$ cat src/rtl/cpu_pkg.sv
// cpu_pkg: widths, fetch FSM states and the PC increment shared by the pipeline.
package cpu_pkg;
    localparam int INST_W = 32;
    localparam int ADDR_W = 64;
    localparam logic [ADDR_W-1:0] PC_STEP = 64'd4;
    typedef enum logic [1:0] {F_REQ, F_HOLD, F_SQUASH} fetch_state_t;
endpackage

$ cat src/rtl/fetch_hold_buf.sv
// fetch_hold_buf: one-entry instruction/PC buffer with load, clear and valid.
module fetch_hold_buf
    import cpu_pkg::*;
(
    input  logic              clk,
    input  logic              reset_n,
    input  logic              load,
    input  logic              clear,
    input  logic [INST_W-1:0] d_inst,
    input  logic [ADDR_W-1:0] d_pc,
    output logic              valid,
    output logic [INST_W-1:0] inst,
    output logic [ADDR_W-1:0] pc
);
    always_ff @(posedge clk or negedge reset_n) begin
        if (!reset_n) begin
            valid <= 1'b0;
            inst  <= '0;
            pc    <= '0;
        end else if (clear) begin
            valid <= 1'b0;
            inst  <= '0;
            pc    <= '0;
        end else if (load) begin
            valid <= 1'b1;
            inst  <= d_inst;
            pc    <= d_pc;
        end
    end
endmodule

$ cat src/rtl/fetch_stage.sv
// fetch_stage: instruction fetch and IF/ID register with stall, redirect and squash.
// Optional FETCH_PERF_EN adds a saturating fetch_wait_cycles counter output.
module fetch_stage
    import cpu_pkg::*;
#(
    parameter logic [ADDR_W-1:0] RESET_PC = 64'h0
) (
    input  logic              clk,
    input  logic              reset_n,
    output logic              imem_req,
    output logic [ADDR_W-1:0] imem_addr,
    input  logic              imem_ack,
    input  logic [INST_W-1:0] imem_rdata,
    input  logic              stall_id,
    input  logic              redirect_valid,
    input  logic [ADDR_W-1:0] redirect_target,
`ifdef FETCH_PERF_EN
    output logic [31:0]       fetch_wait_cycles,
`endif
    output logic              id_valid,
    output logic [INST_W-1:0] id_inst,
    output logic [ADDR_W-1:0] id_pc
);
    fetch_state_t      state;
    logic [ADDR_W-1:0] pc, tgt;
    logic              hb_valid, hb_load, hb_clear;
    logic [INST_W-1:0] hb_inst;
    logic [ADDR_W-1:0] hb_pc;
    logic              ack, accept;
    logic [ADDR_W-1:0] rtgt;

    assign imem_req  = state != F_HOLD;
    assign imem_addr = pc;
    assign ack       = imem_req && imem_ack;
    assign accept    = !stall_id || !id_valid;
    assign rtgt      = {redirect_target[ADDR_W-1:2], 2'b00};
    assign hb_load   = !redirect_valid && state == F_REQ && ack && !accept;
    assign hb_clear  = redirect_valid || (state == F_HOLD && !stall_id);

    fetch_hold_buf u_hold (
        .clk    (clk),
        .reset_n(reset_n),
        .load   (hb_load),
        .clear  (hb_clear),
        .d_inst (imem_rdata),
        .d_pc   (pc),
        .valid  (hb_valid),
        .inst   (hb_inst),
        .pc     (hb_pc)
    );

    always_ff @(posedge clk or negedge reset_n) begin
        if (!reset_n) begin
            state    <= F_REQ;
            pc       <= RESET_PC;
            tgt      <= '0;
            id_valid <= 1'b0;
            id_inst  <= '0;
            id_pc    <= '0;
        end else if (redirect_valid) begin
            id_valid <= 1'b0;
            id_inst  <= '0;
            // an unacked request must finish at its current address before the PC moves
            if (state != F_HOLD && !ack) begin
                tgt   <= rtgt;
                state <= F_SQUASH;
            end else begin
                pc    <= rtgt;
                state <= F_REQ;
            end
        end else begin
            case (state)
                F_REQ: begin
                    if (ack) begin
                        pc <= pc + PC_STEP;
                        if (accept) begin
                            id_valid <= 1'b1;
                            id_inst  <= imem_rdata;
                            id_pc    <= pc;
                        end else begin
                            state <= F_HOLD;
                        end
                    end else if (accept) begin
                        id_valid <= 1'b0;
                    end
                end
                F_HOLD: begin
                    if (!stall_id) begin
                        id_valid <= hb_valid;
                        id_inst  <= hb_inst;
                        id_pc    <= hb_pc;
                        state    <= F_REQ;
                    end
                end
                default: begin
                    if (accept) id_valid <= 1'b0;
                    if (ack) begin
                        pc    <= tgt;
                        state <= F_REQ;
                    end
                end
            endcase
        end
    end

`ifdef FETCH_PERF_EN
    always_ff @(posedge clk or negedge reset_n) begin
        if (!reset_n) fetch_wait_cycles <= '0;
        else if (imem_req && !imem_ack && fetch_wait_cycles != 32'hFFFF_FFFF)
            fetch_wait_cycles <= fetch_wait_cycles + 32'd1;
    end
`endif
endmodule

$ cat config.mk
export PLATFORM = sky130hd
export DESIGN_NAME = fetch_stage
export DESIGN_NICKNAME = d
export VERILOG_FILES = /design/src/rtl/cpu_pkg.sv /design/src/rtl/fetch_hold_buf.sv /design/src/rtl/fetch_stage.sv
export SDC_FILE = /design/constraint.sdc
export NUM_CORES = 1
export LEC_CHECK = 0
export ABC_AREA = 1
export BUFFER_PORTS_ARGS = -buffer_cell sky130_fd_sc_hd__buf_2
export CAP_MARGIN = 5
export CORE_MARGIN = 2
export CORE_UTILIZATION = 42
export CTS_CLUSTER_SIZE = 8
export DETAILED_ROUTE_END_ITERATION = 12
export PLACE_DENSITY_LB_ADDON = 0.3
export SYNTH_ARGS = -nofsm -noshare
export SYNTH_HDL_FRONTEND = slang
export SYNTH_SLANG_ARGS = --single-unit
$ cat constraint.sdc
create_clock -name clk -period 4.4 [get_ports clk]
set_input_delay 0 -clock clk [delete_from_list [all_inputs] [get_ports clk]]
set_output_delay 0 -clock clk [all_outputs]
set_load 0.02 [all_outputs]
# ---- Yosys cells after proc, flatten, opt, wreduce, memory -nomap -nowiden
# Cells that the tools add are included.
dict set report classes {
  addsub 1
  mul 0
  n_div 0
  magnitude_cmp 0
  n_eq_ne 12
  n_shift 0
  n_mux 33
  bitwise 1
  n_reduce_logical 25
}
# op count
set ops {}
lappend ops {{$mux W64} 9}
lappend ops {{$pmux W64 S2} 2}
lappend ops {{$mux W32} 6}
lappend ops {{$add A64 B3 Y64 const B} 1}
lappend ops {{$pmux W32 S2} 1}
lappend ops {{$mux W2} 6}
lappend ops {{$ne A3 B3 Y1 const B} 4}
lappend ops {{$ne A2 B2 Y1 const B} 5}
lappend ops {{$reduce_and A4 Y1} 2}
lappend ops {{$mux W1} 7}
lappend ops {{$logic_and A1 B1 Y1} 6}
lappend ops {{$reduce_bool A2 Y1} 3}
lappend ops {{$reduce_bool A3 Y1} 2}
lappend ops {{$logic_not A1 Y1} 5}
lappend ops {{$reduce_and A5 Y1} 1}
lappend ops {{$ne A4 B4 Y1 const B} 1}
lappend ops {{$pmux W2 S2} 1}
lappend ops {{$reduce_and A2 Y1} 2}
lappend ops {{$reduce_and A3 Y1} 1}
lappend ops {{$eq A2 B1 Y1 const B} 1}
lappend ops {{$logic_not A2 Y1} 1}
lappend ops {{$logic_or A1 B1 Y1} 2}
lappend ops {{$ne A2 B1 Y1 const B} 1}
lappend ops {{$pmux W1 S2} 1}
lappend ops {{$not A1 Y1} 1}
dict set report totals {
  register_bits 322
  latchBits 0
  mem_bits_rw 0
  rom_bits 0
  inputBits 101
  out_inout_bits 162
  wordCells 81
  mem_count 0
}

# ---- Depth between registers and ports, before layout
dict set report depth {
  ltp_word 6
  mapped_depth 11
  ltp_nobuf 11
}

# ---- Cells and area by module
# From an unflattened synthesis, not the netlist that was laid out.
dict set report hier_totals {
  hier_cells 2225
  area_unflattened_um2 16314.4
}
# module instances cells_each area_each_um2 seq_area_each_um2
set modules_own_cells {}
lappend modules_own_cells {fetch_stage 1 1805 12505.7 5580.4}
lappend modules_own_cells {fetch_hold_buf 1 420 3808.7 2427.3}

# ---- Worst setup path after synthesis
# OpenSTA, ideal clock, no wires.
dict set report synth_path {
  path_kind {flip-flop to flip-flop}
  startpoint {reg pc[3] (netlist: imem_addr[3])}
  endpoint {reg pc[42] (netlist: imem_addr[42])}
  setup_time_ns 0.123
  t_arrival_ns 1.717
  required_ns 4.277
  path_slack_ns 2.560
  stages_incl_launch_ff 11
  synth_period_minus_slack_ns 1.840
  cell_sequence {dfrtp_1 -> ha_1 -> inv_1 -> nor2_1 -> nand2_1 -> nor2_1 -> nand2_1 -> o21ai_0 -> nand2_1 -> nand2_1 -> nand2_1}
}
dict set report synth_between {
  elab_chain_cells 4
}
# item line
set synth_rtl {}
lappend synth_rtl {{start: declaration} fetch_stage.sv:25} ;# logic [ADDR_W-1:0] pc, tgt;
lappend synth_rtl {{start signal: assignment} fetch_stage.sv:68} ;# pc <= rtgt;
lappend synth_rtl {{start signal: assignment} fetch_stage.sv:75} ;# pc <= pc + PC_STEP;
lappend synth_rtl {{start signal: assignment} fetch_stage.sv:98} ;# pc <= tgt;
lappend synth_rtl {{$add A64 B3 Y64} fetch_stage.sv:75}
lappend synth_rtl {{$mux W64} fetch_stage.sv:74} ;# if (ack) begin
lappend synth_rtl {{$pmux W64 S2} fetch_stage.sv:72} ;# case (state)
lappend synth_rtl {{$mux W64} fetch_stage.sv:60} ;# end else if (redirect_valid) begin
# No other way between the ends. The select of a mux whose other input is x is not followed.
# A chain may end at the register's enable or synchronous reset.

# ---- Final worst setup path
dict set report layout_path {
  startpoint {reg state[1]}
  endpoint {reg id_inst[23]}
}
dict set report layout_between {
  elab_chain_cells 4
  word_cells_on_any_way 11
  cone_classes {eq/ne: 5; mux: 2; reduce/logical: 4}
}
# item line
set layout_rtl {}
lappend layout_rtl {{start: declaration} fetch_stage.sv:24} ;# fetch_state_t state;
lappend layout_rtl {{start signal: assignment} fetch_stage.sv:54} ;# state <= F_REQ;
lappend layout_rtl {{start signal: assignment} fetch_stage.sv:66} ;# state <= F_SQUASH;
lappend layout_rtl {{start signal: assignment} fetch_stage.sv:69} ;# state <= F_REQ;
lappend layout_rtl {{$ne A2 B1 Y1} fetch_stage.sv:32} ;# assign imem_req = state != F_HOLD;
lappend layout_rtl {{$logic_and A1 B1 Y1} fetch_stage.sv:34} ;# assign ack = imem_req && imem_ack;
lappend layout_rtl {{$ne A3 B3 Y1 (no line)} n/a}
lappend layout_rtl {{$reduce_and A4 Y1 (no line)} n/a}
lappend layout_rtl {{end signal: assignment} fetch_stage.sv:78} ;# id_inst <= imem_rdata;
lappend layout_rtl {{end signal: assignment} fetch_stage.sv:90} ;# id_inst <= hb_inst;
lappend layout_rtl {{end: declaration} fetch_stage.sv:21} ;# output logic [INST_W-1:0] id_inst,
# Several ways; a longest one is shown, not always the timed one.

==> summary.txt <==
Routing
  • Final ANT Viol Nets: 0
  • TritonRoute pass-1 iters: 6
  • WL/cell: 19.33 um
  • Via/cell ratio: 5.417
  • DR vias: 15310
  • Total wire length: 54630 um
  • # DRC: 0
  • Initial drt markers: 1339

Synthesis
  • Share of the yosys chip area belonging to registers: 50.42%
  • Synth Warn #: 0
  • Distinct cells, synth: 36
  • Mean Syn Cell Area: 7.661 um2
  • Yosys reg bits: 316
  • Mapped Area: 15680 um2
  • Mapped Cells: 2047

Worst setup path
  • WP data required: 4.80 ns
  • CP endpoint kind: flop
  • CP startpoint kind: flop
  • Crit path DAT: 3.40 ns
  • Critical path class: flop to flop
  • Critical-path maximum fanout: 64

Clock tree
  • Clk_lat worst skew: 0.56 ns
  • Clock transition at path regs: 0.05 ns
  • Setup Fix Bufs, Post-CTS: 0
  • Clk buf depth: 3
  • CTS buffer count: 45
  • H-tree levels: 2
  • CTS-repair resized insts: 0
  • Clk sinks: 316
  • Clock tree from TritonCTS: built
  • Clock root cell: clkbuf_16

STA
  • Period utilisation layout: 68.18%
  • Post-Route Skew: 0.01196 ns
  • Final setup vio count: 0
  • RSZ-0062 raised after global routing: false
  • Max-slew violation count: 0
  • Fin crit period: 3.000 ns
  • Setup TNS Final: 0 ns
  • Measured slew at the worst slew-check pin: 1.017 ns
  • Max-slew headroom: 32.22%
  • Final Hold Viols: 0
  • Max Freq: 333.4 MHz

GRT
  • Largest net degree at the start of global routing: 132
  • First-pass GRT wire length: 84330 um
  • Total track usage: 28.04%
  • Number of global-route vias before repair: 14540
  • Antenna violations before repair: 0
  • Gr ovfl total: 0

Placed design
  • DP HPWL: 37230 um
  • PortBufs: 256
  • GPL Wtd Cong: 0.9274

Min path
  • Min-delay worst type: input pin to asynchronous set/reset pin

Power
  • Power per cell area: 492.1 nW/um2
  • Peak VDD IR: 373.2 uV
  • Leakage power: 8.818 nW
  • Total Power: 9.578 mW

Die
  • Die area: 38900 um2
  • I/O pin total: 263
  • Row cnt: 70
  • Die Y-Extent: 197.2 um
  • Core footprint: 36700 um2
  • Die width: 197.2 um
  • Starting density of the core: 42.73%

Flow run
  • MaxCap Viol Count: 0

Finish
  • Area grow syn2layout: 24.11%
  • Most common cell after layout, fill and taps aside: nand2_1
  • Most frequent cells in the layout: nand2_1, dfrtp_1, nor2_1
  • Ratio of cells with drive above 1 in the final layout: 14.42%
  • Nets: 2456
  • ANT cells: 0

Run status
  • Status: complete, no violations
==> cell usage after synthesis (all sizes together) <==
cell type    n  area share (%)
nand2      571              14
a221oi      22             1.3
and2         1           0.040
a21oi       87             2.8
nor2       287             7.0
xor2        12            0.67
nor3        11            0.35
nand4       12            0.48
a31oi       65             2.6
dfrtp      316              50
a22oi        5            0.24
o211ai      38             1.9
conb         1           0.024
a211oi       1            0.13
nand3       79             2.5
ha           1           0.080
o21bai       1           0.048
clkbuf      60             1.4
o221ai       3            0.17
xnor2        1           0.056
o22ai       66             2.6
buf         56             2.0
o21ai      139             4.4
inv        211             5.1
a41oi        1           0.056
==> path summary, 6_finish.rpt <==
path,start,end,slack [ns],depth (start not counted)
max in group asynchronous,reset_n,id_pc[51],3.14,3
min in group clk,redirect_target[23],tgt[23],0.19,4
worst max register to register,state[1],id_inst[23],1.40,8
worst min-delay path,reset_n,u_hold.inst[8],0.15,2
worst max-delay path,state[1],id_inst[23],1.40,8
worst min register to register,tgt[12],tgt[12],0.47,2
==> worst max-delay path, stage by stage, from the launching register on <==
cell	delay (ns)
dfrtp_1	0.47
nor2_4	0.66
buf_4	0.65
nand3_1	0.18
o21ai_1	0.22
a211oi_4	0.05
buf_4	0.33
nor2_1	0.17
a21oi_1	0.05
==> registers in the layout (all words and copies together), names as in the netlist <==
signal        cells
id_pc            62
tgt              62
imem_addr        62
state             2
id_inst          32
u_hold.valid      1
id_valid          1
u_hold.inst      32
u_hold.pc        62
==> cell type report <==
class / instances / area, um2
inverters: 211 / 792.0
clock inverters: 1 / 8.758
fillers: 3536 / 17230
multi-input cells: 1407 / 6507
clock buffers: 50 / 1197
repair buffers: 373 / 2465
flip-flops and latches: 316 / 7908
well taps: 468 / 585.6
==> report_power, final <==
group	internal (mW)	total, mW	switching, mW	leakage, nW
clock	1.88	3.12	1.24	0.593
sequential	3.42	3.95	0.533	3.93
combinational	0.804	2.51	1.70	4.29
total	6.11	9.58	3.47	8.82
==> cells by family (layout without fill, tap and decap cells) <==
kind of cell | Yosys count | in the layout | share of synthesized area (%)
other | 1 | 4 | 0.02391
buffers and inverters | 327 | 635 | 8.489
and+or+nand+nor | 961 | 961 | 24.04
DFF | 316 | 316 | 50.42
adders and majority gates | 1 | 1 | 0.07977
xor gates and xnor gates | 13 | 13 | 0.7260
AOI/OAI and AO/OA | 428 | 428 | 16.22
==> timing repair <==
action | CTS | global route
setup endpoints to repair | 0 | 0
hold endpoints to repair | 318 | 0
hold buffers | 98 | 0
==> through the flow <==
step           hold slack, ns  worst slack (ns)  area, um2  util [%]  instances
6_report               0.1532             1.400      19460     53.04       2826
5_1_grt                0.1970             1.116      19460     53.04       2826
4_1_cts                0.1711             1.355      19460     53.04       2826
3_5_place_dp           0.2103             1.385      17280     47.08       2677
3_3_place_gp           0.1962             1.463      17280     47.08       2677
2_1_floorplan         -0.2956             2.560      15690         -       2050
==> metal layers <==
layer  GRT usage [%]  routed length (um)  vias up  share of wire (%)
met5               0                   0        -                  0
li1                -                   -     7271                  -
met2           42.03               23720      665                 43
met4           8.883                1465        0                2.7
met1           40.81               24280     7294                 44
met3           5.566                5168       78                9.5
No activity file was read; power rests on OpenSTA's default activity.
